### src/rtl/pc_sequencer.sv
// Program counter and two-level return stack for the PIC16C57 core.
// Applies decoder control transfers and squashes the prefetched word after each one.
module pc_sequencer #(
  parameter int unsigned          PC_W      = 11,
  parameter logic [PC_W-1:0]      RESET_VEC = 11'h7FF
) (
  input  logic            clk,
  input  logic            rst,
  input  logic            en,
  input  logic [2:0]      op,
  input  logic [8:0]      k,
  input  logic [1:0]      pa,
  input  logic [7:0]      pcl_wdata,
  output logic [PC_W-1:0] pc,
  output logic            flush,
  output logic [1:0]      depth,
  output logic            stack_ovf,
  output logic            stack_unf
);

  localparam logic [2:0] OpSkip  = 3'b001;
  localparam logic [2:0] OpGoto  = 3'b010;
  localparam logic [2:0] OpCall  = 3'b011;
  localparam logic [2:0] OpRetlw = 3'b100;
  localparam logic [2:0] OpPclwr = 3'b101;

  logic [PC_W-1:0] tos, nos;
  logic [PC_W-1:0] pc_inc;

  assign pc_inc = pc + {{(PC_W-1){1'b0}}, 1'b1};

  always_ff @(posedge clk) begin
    if (rst) begin
      pc        <= RESET_VEC;
      flush     <= 1'b0;
      depth     <= 2'd0;
      stack_ovf <= 1'b0;
      stack_unf <= 1'b0;
      tos       <= '0;
      nos       <= '0;
    end else if (en) begin
      pc    <= pc_inc;
      flush <= 1'b0;
      // A squashed slot always behaves as INC, so transfers never chain.
      if (!flush) begin
        case (op)
          OpSkip: flush <= 1'b1;
          OpGoto: begin
            pc    <= PC_W'({pa, k});
            flush <= 1'b1;
          end
          OpCall: begin
            pc    <= PC_W'({pa, 1'b0, k[7:0]});
            flush <= 1'b1;
            nos   <= tos;
            tos   <= pc_inc;
            if (depth == 2'd2) stack_ovf <= 1'b1;
            else               depth     <= depth + 2'd1;
          end
          OpRetlw: begin
            // An empty-stack pop still returns tos; only the flag records it.
            pc    <= tos;
            flush <= 1'b1;
            tos   <= nos;
            if (depth == 2'd0) stack_unf <= 1'b1;
            else               depth     <= depth - 2'd1;
          end
          OpPclwr: begin
            pc    <= PC_W'({pa, 1'b0, pcl_wdata});
            flush <= 1'b1;
          end
          default: ;
        endcase
      end
    end
  end

endmodule

### config.mk
export PLATFORM = sky130hd
export DESIGN_NAME = pc_sequencer
export DESIGN_NICKNAME = d
export VERILOG_FILES = /design/src/rtl/pc_sequencer.sv
export SDC_FILE = /design/constraint.sdc
export NUM_CORES = 1
export LEC_CHECK = 0
export BUFFER_PORTS_ARGS = -buffer_cell sky130_fd_sc_hd__clkbuf_2
export CAP_MARGIN = 20
export CORE_MARGIN = 3
export CORE_UTILIZATION = 40
export CTS_CLUSTER_DIAMETER = 120
export DETAILED_ROUTE_END_ITERATION = 8
export MAX_ROUTING_LAYER = met4
export PLACE_DENSITY = 0.58
export SKIP_LAST_GASP = 1
export SLEW_MARGIN = 30
export SYNTH_ARGS = -nofsm -noshare
export SYNTH_HDL_FRONTEND = slang
export SYNTH_SLANG_ARGS = --single-unit
### constraint.sdc
create_clock -name clk -period 1.8 [get_ports clk]
set_input_delay 0.36 -clock clk [delete_from_list [all_inputs] [get_ports clk]]
set_output_delay 0.36 -clock clk [all_outputs]
set_load 0.01 [all_outputs]
==> results.ini, run 1 <==
[synth]
synth_ff_type=dfxtp_1
syn_area_per_cell_sq_um=8.00
synth_xor_area_frac=0.0236
synth-simple-area-share=0.209
syn_nets=298
ys_async_sr_fraction=0
synth_cell_type_count=54
synth_edf_count=0
yosys.area_share.adder=0.00575
synth_area_sq_um=2180
yosys_warnings=0
netlist_instances=272
ys_ff_latch=38
muxShareOfSynthArea=0.0558
yosysSeqAreaShare=0.350
synth_compound_area_frac=0.290
synth_top_family_by_area=compound AO/OA/AOI/OAI gates

[place]
dpl_cell_area_sq_um=2530
dp.cells=385
place_congestion=0.886
dp_hpwl_microns=4600
io_buffers=40
preCtsSetupSlack_ns=0.0378

[timing]
period_share=0.924
skew_ns=0.00829
finalSetupViolations=0
finalHoldViolCount=0
fmax_mhz=601
min_period_ns=1.66
worst_slew_pin_slew_ns=0.581
rsz0062_at_grt=false
postLayoutSetupSlackWorst_ns=0.136
slew_headroom=0.613
holdWs_ns=0.358
tns_ns=0
drv_slew=0

[routing]
viasPerCell=5.55
drc=0
drt_first_iter_violations=145
ant_nets=0
vias=2177
wl_microns=6220
wl_per_cell_microns=15.9
dr.pass1.iters=4

[clock_tree]
cts.repair.resized=0
clk_path_buf_depth=2
cts_buffers=5
cts.sinks=38
cts.hold.buffers_added=0
cts_tree=done
clk_latency_ns=0.29
path_clk_slew_ns=0.07
postCtsSetupBuffers=0
h-tree-depth=2
clock-root-buffer=clkbuf_8

[min_path]
worstHoldPathType=input port to register

[power_and_ir_drop]
finalPower_mw=2.09
ir_drop_v=0.000378
power.density_nw_per_um2=803
p_leak_nw=1.03

[layout]
fin_util=0.504
finalNetCount=348
finalNonFillerCells=392
final_cell_area_sq_um=2610
area_delta_synth_final_pct=19.9
antenna_cells=0
drive_above_1_share=0.273

[flow_run]
cap_viol_max_count=0

[critical_path]
cp-start-kind=register
crit_required_ns=1.96
end_kind=register
worstSetupPathType=register to register
arrival_ns=1.83
cp_max_fo=6

[outcome]
status=complete, no violations

[die]
dieArea_sq_um=6360
ios=41
rows=26
dieHeight_microns=79.8
die_w_microns=79.8
core_sq_um=5170
start_util=0.421

[global_routing]
track_usage=0.213
grt_max_degree=36
antenna_found_initial=0
grt_overflow=0
grt_pass1_vias=2067
grt_pass1_wl_microns=10300

==> synth_stat cells (2+ instances only) <==
cell        n  area, sq um
dfxtp_1    38          761
nand2_1    37          139
a21oi_1    24          120
o21ai_0    21          105
nor2_1     17         63.8
clkbuf_1   11         41.3
mux2i_1    11          110
nor3_1     10         50.1
nand3_1     8         40.0
buf_2       7         35.0
a211oi_1    5         37.5
o2bb2ai_1   5         43.8
a22oi_1     4         30.0
and3_1      4         25.0
buf_6       4         45.0
o211ai_1    4         30.0
a211o_1     3         26.3
a21oi_2     3         26.3
a311oi_1    3         26.3
inv_1       3         11.3
nand2b_1    3         18.8
nand3b_1    3         22.5
o22ai_1     3         18.8
xnor2_1     3         26.3
a2bb2oi_1   2         17.5
a31o_2      2         17.5
a31oi_1     2         12.5
nor4_1      2         12.5
o31ai_1     2         15.0
o31ai_2     2         25.0
or2_2       2         12.5
or3_1       2         12.5
==> kinds of logic (layout without fill, tap and decap cells) <==
logic type | after synthesis | count (layout)
xor+xnor | 5 | 5
compound gates | 94 | 94
fa+ha+maj | 1 | 1
buf+inv | 27 | 77
mux | 12 | 12
simple gates | 95 | 95
flops | 38 | 38
==> sequential cells by signal, indices dropped and copies added (netlist names) <==
register	flops
pc	11
tos	11
stack_ovf	1
stack_unf	1
flush	1
depth	2
nos	11
==> final timing paths <==
path                            startpoint  endpoint  slack, ns  depth (start not counted)
worst max-delay path                 pc[0]   tos[10]       0.14                          5
worst min-delay path                  k[1]     pc[1]       0.36                          3
worst max register to register       pc[0]   tos[10]       0.14                          5
worst min register to register      nos[9]    nos[9]       0.45                          2
==> layer usage <==
layer / vias to the layer above / routed length, microns / GRT usage
met5: - / 0 / -
met4: 0 / 108 / 0.0777
met3: 11 / 292 / 0.0372
met2: 63 / 2850 / 0.319
met1: 1012 / 2970 / 0.288
li1: 1091 / - / -
==> worst max-delay path: stages, from the launching register on <==
cell,delay [ns]
dfxtp_1,0.34
ha_1,0.18
nand2_1,0.17
o41a_1,0.46
nor3_1,0.29
o31ai_2,0.10
==> cells in the final DEF, fill, tap and decap left out, drive strengths merged, types with 4 or more instances in the layout <==
cell	count
mux2i	11
a211oi	5
nor3	10
a21oi	27
nand3	8
o31ai	4
nor2	18
dfxtp	38
a22oi	4
clkbuf	45
xnor2	4
o211ai	4
o21ai	22
and3	4
nand2	37
o2bb2ai	5
buf	26
==> layout make-up <==
cell class | count | area, sq um
fill | 514 | 2560
multi-input combinational | 207 | 1270
sequential | 38 | 761
timing repair buffer | 66 | 395
tap | 70 | 87.6
clock buffer | 5 | 68.8
inverter | 4 | 15.0
clock inverter | 2 | 10.0
==> where the power goes <==
| part | switching [mW] | internal, mW | total (mW) | leakage, nW |
|---|---|---|---|---|
| Clock | 0.299 | 0.260 | 0.559 | 0.0438 |
| Combinational | 0.354 | 0.254 | 0.608 | 0.680 |
| Sequential | 0.0394 | 0.887 | 0.927 | 0.310 |
Power figures use the tool's default switching activity.
==> run 2, diff against run 1 <==
Clock period 1.8 ns to 2.1 ns, I/O delays scaled along.
==> run 2 against run 1 <==
Non-clock buffer count shrank 15. Power shrank 14%. Critical path depth is the same. Flip-flop and latch count is the same. Critical endpoint unchanged. Highest routed layer unchanged. Routed wire length shrank 2.8%.
==> results.ini, run 2 (synthesized netlist as in run 1, its figures left out) <==
[global_routing]
antenna_found_initial=0  ; unchanged
grt_pass1_wl_microns=10100  ; -1.8%
grt_pass1_vias=1947  ; -5.8%
grt_max_degree=36  ; unchanged
track_usage=0.211  ; -0.00205
grt_overflow=0  ; unchanged

[timing]
postLayoutSetupSlackWorst_ns=0.215  ; +0.0789 ns
fmax_mhz=531  ; -12%
tns_ns=0  ; unchanged
finalSetupViolations=0  ; unchanged
rsz0062_at_grt=false
finalHoldViolCount=0  ; unchanged
drv_slew=0  ; unchanged
min_period_ns=1.88  ; +0.221 ns
period_share=0.897  ; -0.0268
skew_ns=0.00550  ; -0.00279 ns
holdWs_ns=0.414  ; +0.0556 ns
worst_slew_pin_slew_ns=0.597  ; +0.0162 ns
slew_headroom=0.602  ; -0.0108

[routing]
viasPerCell=5.52  ; -0.58%
ant_nets=0  ; unchanged
wl_microns=6040  ; -2.8%
dr.pass1.iters=4  ; unchanged
wl_per_cell_microns=16.0  ; +0.79%
drt_first_iter_violations=142  ; -2.1%
drc=0  ; unchanged
vias=2087  ; -4.1%

[die]
dieHeight_microns=79.8  ; unchanged
dieArea_sq_um=6360  ; unchanged
core_sq_um=5170  ; unchanged
rows=26  ; unchanged
die_w_microns=79.8  ; unchanged
ios=41  ; unchanged
start_util=0.421  ; unchanged

[clock_tree]
clk_path_buf_depth=2  ; unchanged
cts_buffers=5  ; unchanged
cts.sinks=38  ; unchanged
cts.repair.resized=0  ; unchanged
h-tree-depth=2  ; unchanged
path_clk_slew_ns=0.08  ; about the same
clock-root-buffer=clkbuf_8
cts_tree=done
postCtsSetupBuffers=0  ; unchanged
clk_latency_ns=0.29  ; about the same
cts.hold.buffers_added=0  ; unchanged

[place]
io_buffers=40  ; unchanged
preCtsSetupSlack_ns=0.173  ; +0.135 ns
dp_hpwl_microns=4310  ; -6.1%
place_congestion=0.841  ; -5.1%
dpl_cell_area_sq_um=2420  ; -4.5%

[layout]
final_cell_area_sq_um=2510  ; -3.7%
antenna_cells=0  ; unchanged
multiInputGateArea_sq_um=1270  ; unchanged
drive_above_1_share=0.240  ; -0.0330
layout_common_cells=clkbuf_2 (40), dfxtp_1 (38), nand2_1 (37)
fillers=515  ; +0.19%
finalNetCount=333  ; -4.3%
layout.cells.most_common=clkbuf_2
seq_area_sq_um=761  ; unchanged
area_delta_synth_final_pct=15.5
reg.largest.list=nos x11, pc x11, tos x11

[critical_path]
cp_max_fo=7  ; +1
cp.depth=5  ; unchanged
max_stage_delay_ns=0.47  ; about the same
crit_family=compound AO/OA/AOI/OAI gates
crit_chain=ha_1 -> nand2_1 -> o41a_1 -> nor3_1 -> o31ai_2
cpMaxStageDelayCell=dfxtp_1
end_kind=register
cp-start-kind=register
path_buf_inv=0  ; unchanged
crit_required_ns=2.26  ; +0.30 ns
worstSetupPathType=register to register
r2r_cells=5  ; unchanged
arrival_ns=2.05  ; +0.22 ns

[flow_run]
cap_viol_max_count=0  ; unchanged

[min_path]
worstHoldPathCells=3  ; unchanged
worstHoldPathType=input port to register

[power_and_ir_drop]
finalPower_mw=1.80  ; -14%
power.density_nw_per_um2=718  ; -11%
ir_drop_v=0.000386  ; +2.0%
p_leak_nw=0.967  ; -6.5%

[outcome]
status=complete, no violations

run 2: cell types whose count changed in the layout (fill, tap and decap cells not counted):
cell and delta:
clkinvlp_4 +1, clkbuf_8 +1, clkinv_2 -1, buf_4 -15
run 2: worst paths after layout:
kind	start	slack [ns]	end
max	pc[0]	0.22	tos[10]
min	k[1]	0.41	pc[1]
max reg2reg	pc[0]	0.22	tos[10]
min reg2reg	nos[9]	0.45	nos[9]
run 2: worst reg2reg max path, cell delays in order (launching register included):
cell and delay, ns:
dfxtp_1 0.47, ha_1 0.30, nand2_1 0.18, o41a_1 0.45, nor3_1 0.26, o31ai_2 0.10
run 2: metal layers:
layer / GRT usage / up-vias / wire, microns
li1: - / 1067 / -
met1: 0.285 / 971 / 2850
met2: 0.320 / 47 / 2820
met3: 0.0485 / 2 / 342
met4: 0.0507 / 0 / 23
met5: - / - / 0
run 2: power by group:
group	total [mW]	internal, mW	switching, mW	leakage [nW]
Clock	0.532	0.264	0.268	0.0472
Sequential	0.812	0.760	0.0515	0.310
Combinational	0.459	0.186	0.273	0.609
Total	1.80	1.21	0.592	0.967
run 2: area by class of cell:
class / count / area share
sequential: 38 / 0.303
clock buffer: 6 / 0.0329
clock inverter: 2 / 0.00498
inverter: 4 / 0.00598
timing repair buffer: 51 / 0.113
tap: 70 / 0.0349
multi-input combinational: 207 / 0.506
run 2: per-stage QoR:
| stage | utilization | instances |
|---|---|---|
| after floorplan | - | 272 |
| after global placement | 0.467 | 370 |
| after detailed placement | 0.467 | 370 |
| after CTS | 0.486 | 378 |
| after global routing | 0.486 | 378 |
| final | 0.486 | 378 |
